===== src/rtl/id_ex_alu_issue_pkg.sv =====
// id_ex_alu_issue_pkg: ALU codes, opcodes, operand-select codes and the decoded control bundle
//   shared by the ID-stage decoder, the ID/EX register and the EX-stage ALU.
package id_ex_alu_issue_pkg;
  localparam logic [3:0] ALU_ADD  = 4'b0000;
  localparam logic [3:0] ALU_SUB  = 4'b0001;
  localparam logic [3:0] ALU_LUI  = 4'b0010;
  localparam logic [3:0] ALU_AND  = 4'b0011;
  localparam logic [3:0] ALU_XOR  = 4'b0100;
  localparam logic [3:0] ALU_OR   = 4'b0101;
  localparam logic [3:0] ALU_SLL  = 4'b0110;
  localparam logic [3:0] ALU_SRL  = 4'b0111;
  localparam logic [3:0] ALU_SRA  = 4'b1000;
  localparam logic [3:0] ALU_SLT  = 4'b1001;
  localparam logic [3:0] ALU_SLTU = 4'b1010;

  localparam logic [6:0] OP_R      = 7'b0110011;
  localparam logic [6:0] OP_I      = 7'b0010011;
  localparam logic [6:0] OP_LUI    = 7'b0110111;
  localparam logic [6:0] OP_AUIPC  = 7'b0010111;
  localparam logic [6:0] OP_LOAD   = 7'b0000011;
  localparam logic [6:0] OP_STORE  = 7'b0100011;
  localparam logic [6:0] OP_BRANCH = 7'b1100011;
  localparam logic [6:0] OP_JAL    = 7'b1101111;
  localparam logic [6:0] OP_JALR   = 7'b1100111;

  localparam logic [6:0] F7_BASE = 7'b0000000;
  localparam logic [6:0] F7_ALT  = 7'b0100000;

  localparam logic [1:0] SRCB_RS2  = 2'b00;
  localparam logic [1:0] SRCB_IMM  = 2'b01;
  localparam logic [1:0] SRCB_FOUR = 2'b10;

  // All-zero value of this bundle is the pipeline bubble (ALUCode add).
  typedef struct packed {
    logic        valid;
    logic [3:0]  alu_code;
    logic        src_a;
    logic [1:0]  src_b;
    logic [31:0] imm;
    logic [4:0]  rs1;
    logic [4:0]  rs2;
    logic [4:0]  rd;
    logic [2:0]  funct3;
    logic        reg_write;
    logic        mem_read;
    logic        mem_write;
    logic        mem_to_reg;
    logic        branch;
    logic        jump;
    logic        illegal;
  } ctrl_t;

  // funct3 -> ALU operation; alt selects sub / sra on the shared encodings.
  function automatic logic [3:0] arith_code(input logic [2:0] f3, input logic alt);
    return f3 == 3'b000 ? (alt ? ALU_SUB : ALU_ADD) :
           f3 == 3'b001 ? ALU_SLL :
           f3 == 3'b010 ? ALU_SLT :
           f3 == 3'b011 ? ALU_SLTU :
           f3 == 3'b100 ? ALU_XOR :
           f3 == 3'b101 ? (alt ? ALU_SRA : ALU_SRL) :
           f3 == 3'b110 ? ALU_OR : ALU_AND;
  endfunction
endpackage


===== src/rtl/id_ex_alu_issue_alu_ctrl_dec.sv =====
// id_ex_alu_issue_alu_ctrl_dec: combinational RV32I decode of one instruction word.
//   i_instr  in  32   instruction word
//   o_ctrl   out      ALUCode, operand selects, immediate, register fields, flags, illegal
module id_ex_alu_issue_alu_ctrl_dec
  import id_ex_alu_issue_pkg::*;
#(
  parameter bit ILLEGAL_KILL = 1'b1
) (
  input  logic [31:0] i_instr,
  output ctrl_t       o_ctrl
);
  logic [6:0]  w_op;
  logic [2:0]  w_f3;
  logic [6:0]  w_f7;
  logic        w_alt;
  logic        w_f7_ok;
  logic [31:0] w_imm_i;
  logic [31:0] w_imm_s;
  logic [31:0] w_imm_b;
  logic [31:0] w_imm_u;
  logic [31:0] w_imm_j;
  assign w_op    = i_instr[6:0];
  assign w_f3    = i_instr[14:12];
  assign w_f7    = i_instr[31:25];
  assign w_alt   = w_f7 == F7_ALT;
  assign w_f7_ok = w_f7 == F7_BASE || w_alt;
  assign w_imm_i = {{20{i_instr[31]}}, i_instr[31:20]};
  assign w_imm_s = {{20{i_instr[31]}}, i_instr[31:25], i_instr[11:7]};
  assign w_imm_b = {{20{i_instr[31]}}, i_instr[7], i_instr[30:25], i_instr[11:8], 1'b0};
  assign w_imm_u = {i_instr[31:12], 12'b0};
  assign w_imm_j = {{12{i_instr[31]}}, i_instr[19:12], i_instr[20], i_instr[30:21], 1'b0};
  always_comb begin
    o_ctrl        = '0;
    o_ctrl.valid  = 1'b1;
    o_ctrl.rs1    = i_instr[19:15];
    o_ctrl.rs2    = i_instr[24:20];
    o_ctrl.rd     = i_instr[11:7];
    o_ctrl.funct3 = w_f3;
    case (w_op)
      OP_R: begin
        o_ctrl.alu_code  = arith_code(w_f3, w_alt);
        o_ctrl.src_b     = SRCB_RS2;
        o_ctrl.reg_write = 1'b1;
        o_ctrl.illegal   = !w_f7_ok || (w_alt && w_f3 != 3'b000 && w_f3 != 3'b101);
      end
      OP_I: begin
        // Only the shift-right form consults funct7; addi can never become sub.
        o_ctrl.alu_code  = arith_code(w_f3, w_alt && w_f3 == 3'b101);
        o_ctrl.src_b     = SRCB_IMM;
        o_ctrl.reg_write = 1'b1;
        o_ctrl.imm       = (w_f3 == 3'b001 || w_f3 == 3'b101) ? {27'b0, i_instr[24:20]} : w_imm_i;
        o_ctrl.illegal   = w_f3 == 3'b001 ? w_f7 != F7_BASE : w_f3 == 3'b101 ? !w_f7_ok : 1'b0;
      end
      OP_LUI: begin
        o_ctrl.alu_code  = ALU_LUI;
        o_ctrl.src_b     = SRCB_IMM;
        o_ctrl.imm       = w_imm_u;
        o_ctrl.reg_write = 1'b1;
      end
      OP_AUIPC: begin
        o_ctrl.src_a     = 1'b1;
        o_ctrl.src_b     = SRCB_IMM;
        o_ctrl.imm       = w_imm_u;
        o_ctrl.reg_write = 1'b1;
      end
      OP_LOAD: begin
        o_ctrl.src_b      = SRCB_IMM;
        o_ctrl.imm        = w_imm_i;
        o_ctrl.mem_read   = 1'b1;
        o_ctrl.mem_to_reg = 1'b1;
        o_ctrl.reg_write  = 1'b1;
      end
      OP_STORE: begin
        o_ctrl.src_b     = SRCB_IMM;
        o_ctrl.imm       = w_imm_s;
        o_ctrl.mem_write = 1'b1;
      end
      OP_BRANCH: begin
        o_ctrl.alu_code = ALU_SUB;
        o_ctrl.src_b    = SRCB_RS2;
        o_ctrl.imm      = w_imm_b;
        o_ctrl.branch   = 1'b1;
      end
      OP_JAL: begin
        o_ctrl.src_a     = 1'b1;
        o_ctrl.src_b     = SRCB_FOUR;
        o_ctrl.imm       = w_imm_j;
        o_ctrl.jump      = 1'b1;
        o_ctrl.reg_write = 1'b1;
      end
      OP_JALR: begin
        // ALU produces the link value PC+4; the jump target adder lives elsewhere.
        o_ctrl.src_a     = 1'b1;
        o_ctrl.src_b     = SRCB_FOUR;
        o_ctrl.imm       = w_imm_i;
        o_ctrl.jump      = 1'b1;
        o_ctrl.reg_write = 1'b1;
        o_ctrl.illegal   = w_f3 != 3'b000;
      end
      default: o_ctrl.illegal = 1'b1;
    endcase
    if (o_ctrl.rd == 5'd0) o_ctrl.reg_write = 1'b0;
    if (o_ctrl.illegal) begin
      o_ctrl.alu_code = ALU_ADD;
      if (ILLEGAL_KILL) begin
        o_ctrl.reg_write = 1'b0;
        o_ctrl.mem_read  = 1'b0;
        o_ctrl.mem_write = 1'b0;
        o_ctrl.branch    = 1'b0;
        o_ctrl.jump      = 1'b0;
      end
    end
  end
endmodule


===== src/rtl/id_ex_alu_issue.sv =====
// id_ex_alu_issue: ID-stage decode of RV32I words registered into the ID/EX pipeline register.
//   clk, reset (async, active-high), stall (hold), flush (bubble), id_valid/id_instr/id_pc in;
//   ex_* out: valid, ALUCode, ALUSrcA/B, imm, pc, rs1/rs2/rd, funct3, control flags, illegal.
module id_ex_alu_issue
  import id_ex_alu_issue_pkg::*;
#(
  parameter int PC_W         = 32,
  parameter bit ILLEGAL_KILL = 1'b1
) (
  input  logic            clk,
  input  logic            reset,
  input  logic            stall,
  input  logic            flush,
  input  logic            id_valid,
  input  logic [31:0]     id_instr,
  input  logic [PC_W-1:0] id_pc,
  output logic            ex_valid,
  output logic [3:0]      ex_ALUCode,
  output logic            ex_ALUSrcA,
  output logic [1:0]      ex_ALUSrcB,
  output logic [31:0]     ex_imm,
  output logic [PC_W-1:0] ex_pc,
  output logic [4:0]      ex_rs1,
  output logic [4:0]      ex_rs2,
  output logic [4:0]      ex_rd,
  output logic [2:0]      ex_funct3,
  output logic            ex_RegWrite,
  output logic            ex_MemRead,
  output logic            ex_MemWrite,
  output logic            ex_MemtoReg,
  output logic            ex_Branch,
  output logic            ex_Jump,
  output logic            ex_illegal
);
  ctrl_t           w_dec;
  ctrl_t           r_ex;
  logic [PC_W-1:0] r_pc;
  id_ex_alu_issue_alu_ctrl_dec #(.ILLEGAL_KILL(ILLEGAL_KILL)) u_dec (
    .i_instr(id_instr),
    .o_ctrl (w_dec)
  );
  // Flush beats stall so a redirect always squashes a held instruction.
  always_ff @(posedge clk or posedge reset)
    if (reset) begin
      r_ex <= '0;
      r_pc <= '0;
    end else if (flush) begin
      r_ex <= '0;
      r_pc <= '0;
    end else if (!stall) begin
      r_ex <= id_valid ? w_dec : '0;
      r_pc <= id_valid ? id_pc : '0;
    end
  assign ex_valid    = r_ex.valid;
  assign ex_ALUCode  = r_ex.alu_code;
  assign ex_ALUSrcA  = r_ex.src_a;
  assign ex_ALUSrcB  = r_ex.src_b;
  assign ex_imm      = r_ex.imm;
  assign ex_pc       = r_pc;
  assign ex_rs1      = r_ex.rs1;
  assign ex_rs2      = r_ex.rs2;
  assign ex_rd       = r_ex.rd;
  assign ex_funct3   = r_ex.funct3;
  assign ex_RegWrite = r_ex.reg_write;
  assign ex_MemRead  = r_ex.mem_read;
  assign ex_MemWrite = r_ex.mem_write;
  assign ex_MemtoReg = r_ex.mem_to_reg;
  assign ex_Branch   = r_ex.branch;
  assign ex_Jump     = r_ex.jump;
  assign ex_illegal  = r_ex.illegal;
endmodule


===== config.mk =====
export PLATFORM = sky130hd
export DESIGN_NAME = id_ex_alu_issue
export DESIGN_NICKNAME = d
export VERILOG_FILES = /design/src/rtl/id_ex_alu_issue_pkg.sv /design/src/rtl/id_ex_alu_issue_alu_ctrl_dec.sv /design/src/rtl/id_ex_alu_issue.sv
export SDC_FILE = /design/constraint.sdc
export NUM_CORES = 1
export LEC_CHECK = 0
export BUFFER_PORTS_ARGS = -buffer_cell sky130_fd_sc_hd__buf_4
export CAP_MARGIN = 20
export CORE_UTILIZATION = 43
export DETAILED_ROUTE_END_ITERATION = 7
export PLACE_DENSITY = 0.72
export SLEW_MARGIN = 20
export SYNTH_ARGS = -nofsm -noshare
export SYNTH_HDL_FRONTEND = slang
export SYNTH_SLANG_ARGS = --single-unit

===== constraint.sdc =====
create_clock -name clk -period 3.2 [get_ports clk]
set_input_delay 0.64 -clock clk [delete_from_list [all_inputs] [get_ports clk]]
set_output_delay 0.64 -clock clk [all_outputs]
set_load 0.05 [all_outputs]

Word-level counts from Yosys, hierarchy flattened
Index checks and enable logic that the tools add are counted.
{ "op_classes": {"n_addsub": 0, "n_mul": 0, "div": 0, "magnitude_cmp": 0, "eq_ne": 18, "n_shift": 0, "n_mux": 40, "n_bitwise": 0, "n_reduce_logical": 19} }
{ "op_table": {"columns": ["cell", "count"], "rows": [
  ["$mux W65", 3],
  ["$pmux W32 S6", 1],
  ["$mux W32", 4],
  ["$mux W4", 15],
  ["$eq A7 B6 Y1 const B", 4],
  ["$eq A7 B7 Y1 const B", 3],
  ["$pmux W4 S4", 1],
  ["$eq A7 B5 Y1 const B", 2],
  ["$mux W1", 11],
  ["$eq A3 B3 Y1 const B", 3],
  ["$eq A7 B2 Y1 const B", 1],
  ["$logic_not A7 Y1", 1],
  ["$reduce_bool A7 Y1", 1],
  ["$reduce_or A7 Y1", 1],
  ["$eq A3 B2 Y1 const B", 2],
  ["$mux W3", 2],
  ["$reduce_or A2 Y1", 3],
  ["$reduce_or A6 Y1", 1],
  ["$logic_not A5 Y1", 1],
  ["$reduce_or A5 Y1", 1],
  ["$pmux W1 S4", 1],
  ["$pmux W2 S2", 1],
  ["$eq A3 B1 Y1 const B", 1],
  ["$logic_and A1 B1 Y1", 3],
  ["other kinds (8)", 10]
]} }
{ "word_totals": {"regBits": 97, "latchBits": 0, "ramBits": 0, "rom_bits": 0, "mem_count": 0} }

Logic depth before layout (Yosys ltp)
{ "depth": {"word_depth": 14, "mapped_depth": 7} }

Hierarchy
Synthesis repeated with hierarchy kept, for this count alone.
{ "hier_totals": {"cells_unflattened": 471, "hier_area_um2": 4943.5} }
{ "by_module_without_submodules": {"columns": ["module", "instances", "cells_each", "area_per_inst_um2", "seq_area_each_um2"], "rows": [
  ["id_ex_alu_issue", 1, 333, 3942.5, 2427.3],
  ["id_ex_alu_issue_alu_ctrl_dec", 1, 138, 1001.0, 0.0]
]} }

Least setup slack after synthesis
Ideal clock, no wire load.
{ "synth_timing": {"kind": "input to register", "from": "input id_instr[3]", "to": "register r_ex, in the netlist ex_Branch", "arrival_time_ps": 1922, "path_slack_ps": 1157, "stages": 5, "n_path_buf": 0, "cell_sequence": "nand3b_4 or3_4 a311oi_4 nor4b_4 a32o_1"} }
{ "synth_via": {"elab_chain_len": 7, "elab_cells_between_ends": 16} }
{ "synth_rtl": {"columns": ["element", "line_no", "text"], "rows": [
  ["from (decl)", "id_ex_alu_issue.sv:15", "input logic [31:0] id_instr,"],
  ["$eq A7 B6 Y1, or another cell as far along", "id_ex_alu_issue_alu_ctrl_dec.sv:39", "case (w_op)"],
  ["$reduce_or A6 Y1 (no source line)", null, null],
  ["$pmux W1 S4", "id_ex_alu_issue_alu_ctrl_dec.sv:39", null],
  ["$mux W2 (*)", "id_ex_alu_issue_alu_ctrl_dec.sv:103", "if (o_ctrl.illegal) begin"],
  ["$mux W65 (*)", "id_ex_alu_issue.sv:51", "r_ex <= id_valid ? w_dec : '0;"],
  ["$mux W65 (*)", "id_ex_alu_issue.sv:50", "end else if (!stall) begin"],
  ["$mux W65 (*)", "id_ex_alu_issue.sv:47", "end else if (flush) begin"],
  ["to (signal assigned)", "id_ex_alu_issue.sv:51", null],
  ["to (decl)", "id_ex_alu_issue.sv:36", "ctrl_t r_ex;"]
]} }
Mark *: on every way between the ends. The rest lies on a longest branch, timed or not. The select of a mux whose other input is x is not followed.
A chain may end at the register's enable or synchronous reset.

Final worst setup path
{ "layout_timing": {"from": "input flush", "to": "register r_ex, in the netlist ex_ALUCode[2]"} }
{ "layout_via": {"elab_chain_len": 1, "elab_cells_between_ends": 2} }
{ "layout_rtl": {"columns": ["element", "line_no", "text"], "rows": [
  ["from (decl)", "id_ex_alu_issue.sv:13", "input logic flush,"],
  ["$ne A2 B1 Y1 (no source line) / $mux W65 (equally long branches)", null, null]
]} }
Several ways; a longest one is shown, not always the timed one.

==> results.ini <==
[synthesis]
synth-simple-area-share_pct = 10.3
synth_top_family_by_area = compound AO/OA/AOI/OAI gates
syn_area_mm2 = 0.00408
yosysTopAreaCell = dfrtp_1
synth-compound-area-share_pct = 26.5
synth_area_leaders = dfrtp_1, a22o_1, a221o_1
synth_nets = 396
synthMuxAreaShare_pct = 0.521
syn_inst = 327
synth_top_area_share_pct = 59.5
ys_top_cells_by_count = dfrtp_1, a22o_1, nand2_1, clkbuf_1
synth.avg_cell_area_um2 = 12.5
yosys_most_used_dff = dfrtp_1
synth_warnings = 0
synth_edf_count = 0
async_reset_ff_share_pct = 100
ys_types = 55
synth.most_common_cell = dfrtp_1
synth_xor_area_share_pct = 0.215
yosysSeqAreaShare_pct = 59.5
synth_fa_ha_area_share_pct = 0
synth_seq_cells = 97

[final_layout]
nFillCells = 748
nNetsFinal = 554
antenna-diode-count = 0
area_growth_pct = 38.9
fin_cells = 600
drive_gt1_share_pct = 42.3
utilization_pct = 61.6

[timing]
rsz0062_at_grt = no
setup_viol = 0
tightest_slew_ns = 0.654
period_share_pct = 63.6
achievable-frequency_mhz = 491
period_needed_ns = 2.04
tns_ns = 0
skew_ns = 0
relSlewSlack_pct = 56.4
hold_viol_final = 0
slew_violations = 0

[cts]
cts_sinks = 97
cts_root_buf = clkbuf_8
clk_pin_slew_ns = 0.10
ctsResizeCount = 0
clkLatencyLatePin_ns = 0.34
numCtsBuffers = 9
cts_setup_buffers = 0
cts_max_level = 3
cts_hold_buf = 0
cts_buffer_depth = 2
cts_tree = done

[critical_path]
r2r-end = ex_imm[2]$_DFFE_PP0P_
cp-start-kind = input port
path_class = in2reg
cp_slowest_cell = or3b_1
r2r_start = ex_imm[2]$_DFFE_PP0P_
crit_chain = buf_4 -> or3b_1 -> nor2_2 -> nor4b_4 -> a32o_1
path_max_fanout = 8
rrSetupSlack_ns = 2.34
endpoint_kind = flip-flop
r2r_cells = 2
worstPathArrival_ns = 2.32
required_ns = 3.48
critPathMaxStageDelay_ns = 0.53

[floorplan]
die-area_mm2 = 0.00988
num_io_pins = 166
die_h_um = 99.4
start_util_pct = 44.4
core_mm2 = 0.00920
die_w_um = 99.4
rows = 35

[placed_design]
gp_congestion = 0.882
port_buffers = 165
dp_hpwl_mm = 7.55
placedCellCount = 585

[pwr]
power.total_mw = 2.51
leakagePower_nw = 2.95
ir_drop_mv = 0.205
p_per_area_mw_per_mm2 = 442

[routing]
num_vias = 3409
drt_iter0_markers = 179
post_drt_wl_per_cell_um = 18.2
drt_pass1_iterations = 4
drcViolationCount = 0
avgViaCountPerCell = 5.68
antenna_left = 0
wl_mm = 10.9

[job]
cap_violations = 0

[global_routing]
grt_usage_pct = 22.6
antenna_found_initial = 0
grt_pass1_vias = 3350
grt_max_degree = 98
grt_pass1_wl_mm = 17.4
grt-ovfl-total = 0

[outcome]
status = completed

[worst_hold_path]
hold_path.class = in2async

[final cells by class]
type / count / area, µm² / area share [%]
Clock inverter: 5 / 87.6 / 1.55
Tap cell: 111 / 139 / 2.45
Inverter: 6 / 25.0 / 0.442
Timing Repair Buffer: 171 / 1310 / 23.1
Clock buffer: 10 / 138 / 2.43
Multi-Input combinational cell: 200 / 1540 / 27.2
Sequential cell: 97 / 2430 / 42.8
[state kept, by name, summed over array words and instances (netlist names), 2 cells and up]
| name | flops |
|---|---|
| ex_ALUCode | 4 |
| ex_ALUSrcB | 2 |
| ex_funct3 | 3 |
| ex_imm | 32 |
| ex_pc | 32 |
| ex_rd | 5 |
| ex_rs1 | 5 |
| ex_rs2 | 5 |
[cell families (layout without fill, tap and decap cells)]
group	count (synthesis)	in the layout
DFF	97	97
xor gates and xnor gates	1	1
buffers and inverters	30	192
and+or+nand+nor	73	73
AOI/OAI and AO/OA	124	124
muxes	2	2
[power breakdown]
part | total (mW) | switching [mW] | internal, mW | leakage (nW)
Combinational | 0.354 | 0.227 | 0.127 | 1.50
Sequential | 1.26 | 0.0143 | 1.25 | 1.34
Clock | 0.889 | 0.425 | 0.464 | 0.110
[stage by stage]
step                      instance area (µm²)  hold WS, ns  setup slack [ns]
after floorplan                          4080        0.745            0.0263
after global placement                   5440        0.466             0.859
after detailed placement                 5440        0.470             0.788
after CTS                                5670        0.394              1.15
after global routing                     5670        0.416              1.08
final                                    5670        0.379              1.16
[layout by cell type (no fill, tap or decap), drive strengths merged, types with 5 or more instances in the layout]
| cell type | instances |
|---|---|
| buf | 171 |
| dfrtp | 97 |
| a22o | 63 |
| nand2 | 28 |
| nor2 | 12 |
| a221o | 12 |
| o21ai | 11 |
| clkbuf | 10 |
| a22oi | 8 |
| nand3 | 8 |
| inv | 7 |
| a32o | 6 |
| a21o | 6 |
| nor3 | 5 |
| or3 | 5 |
[layer usage]
layer | routed length (µm) | part of all wire (%) | up-vias | track usage (%)
met5 | 0 | 0 | - | 0
met4 | 135 | 1.2 | 0 | 6.11
met3 | 767 | 7.0 | 10 | 5.83
met2 | 5240 | 48 | 141 | 36.4
met1 | 4760 | 44 | 1681 | 30.6
li1 | - | - | 1577 | -
[how the worst max path moves through the flow]
stage	end	depth (start not counted)	slack (ns)	startpoint
5_1_grt	ex_ALUCode[2]$_DFFE_PP0P_	5	1.08	flush
2_1_floorplan	ex_ALUCode[0]$_DFFE_PP0P_	1	0.03	reset
3_5_place_dp	ex_ALUCode[3]$_DFFE_PP0P_	5	0.79	flush
6_report	ex_ALUCode[2]$_DFFE_PP0P_	5	1.16	flush
3_3_place_gp	ex_ALUCode[3]$_DFFE_PP0P_	5	0.86	flush
4_1_cts	ex_ALUCode[2]$_DFFE_PP0P_	5	1.15	flush
[worst max-delay path: cells and delay by family]
family          cells  cell delay (ns)
compound gates      1             0.26
buf+inv             1             0.13
simple gates        3             1.28
(Power assumes the default switching activity.)
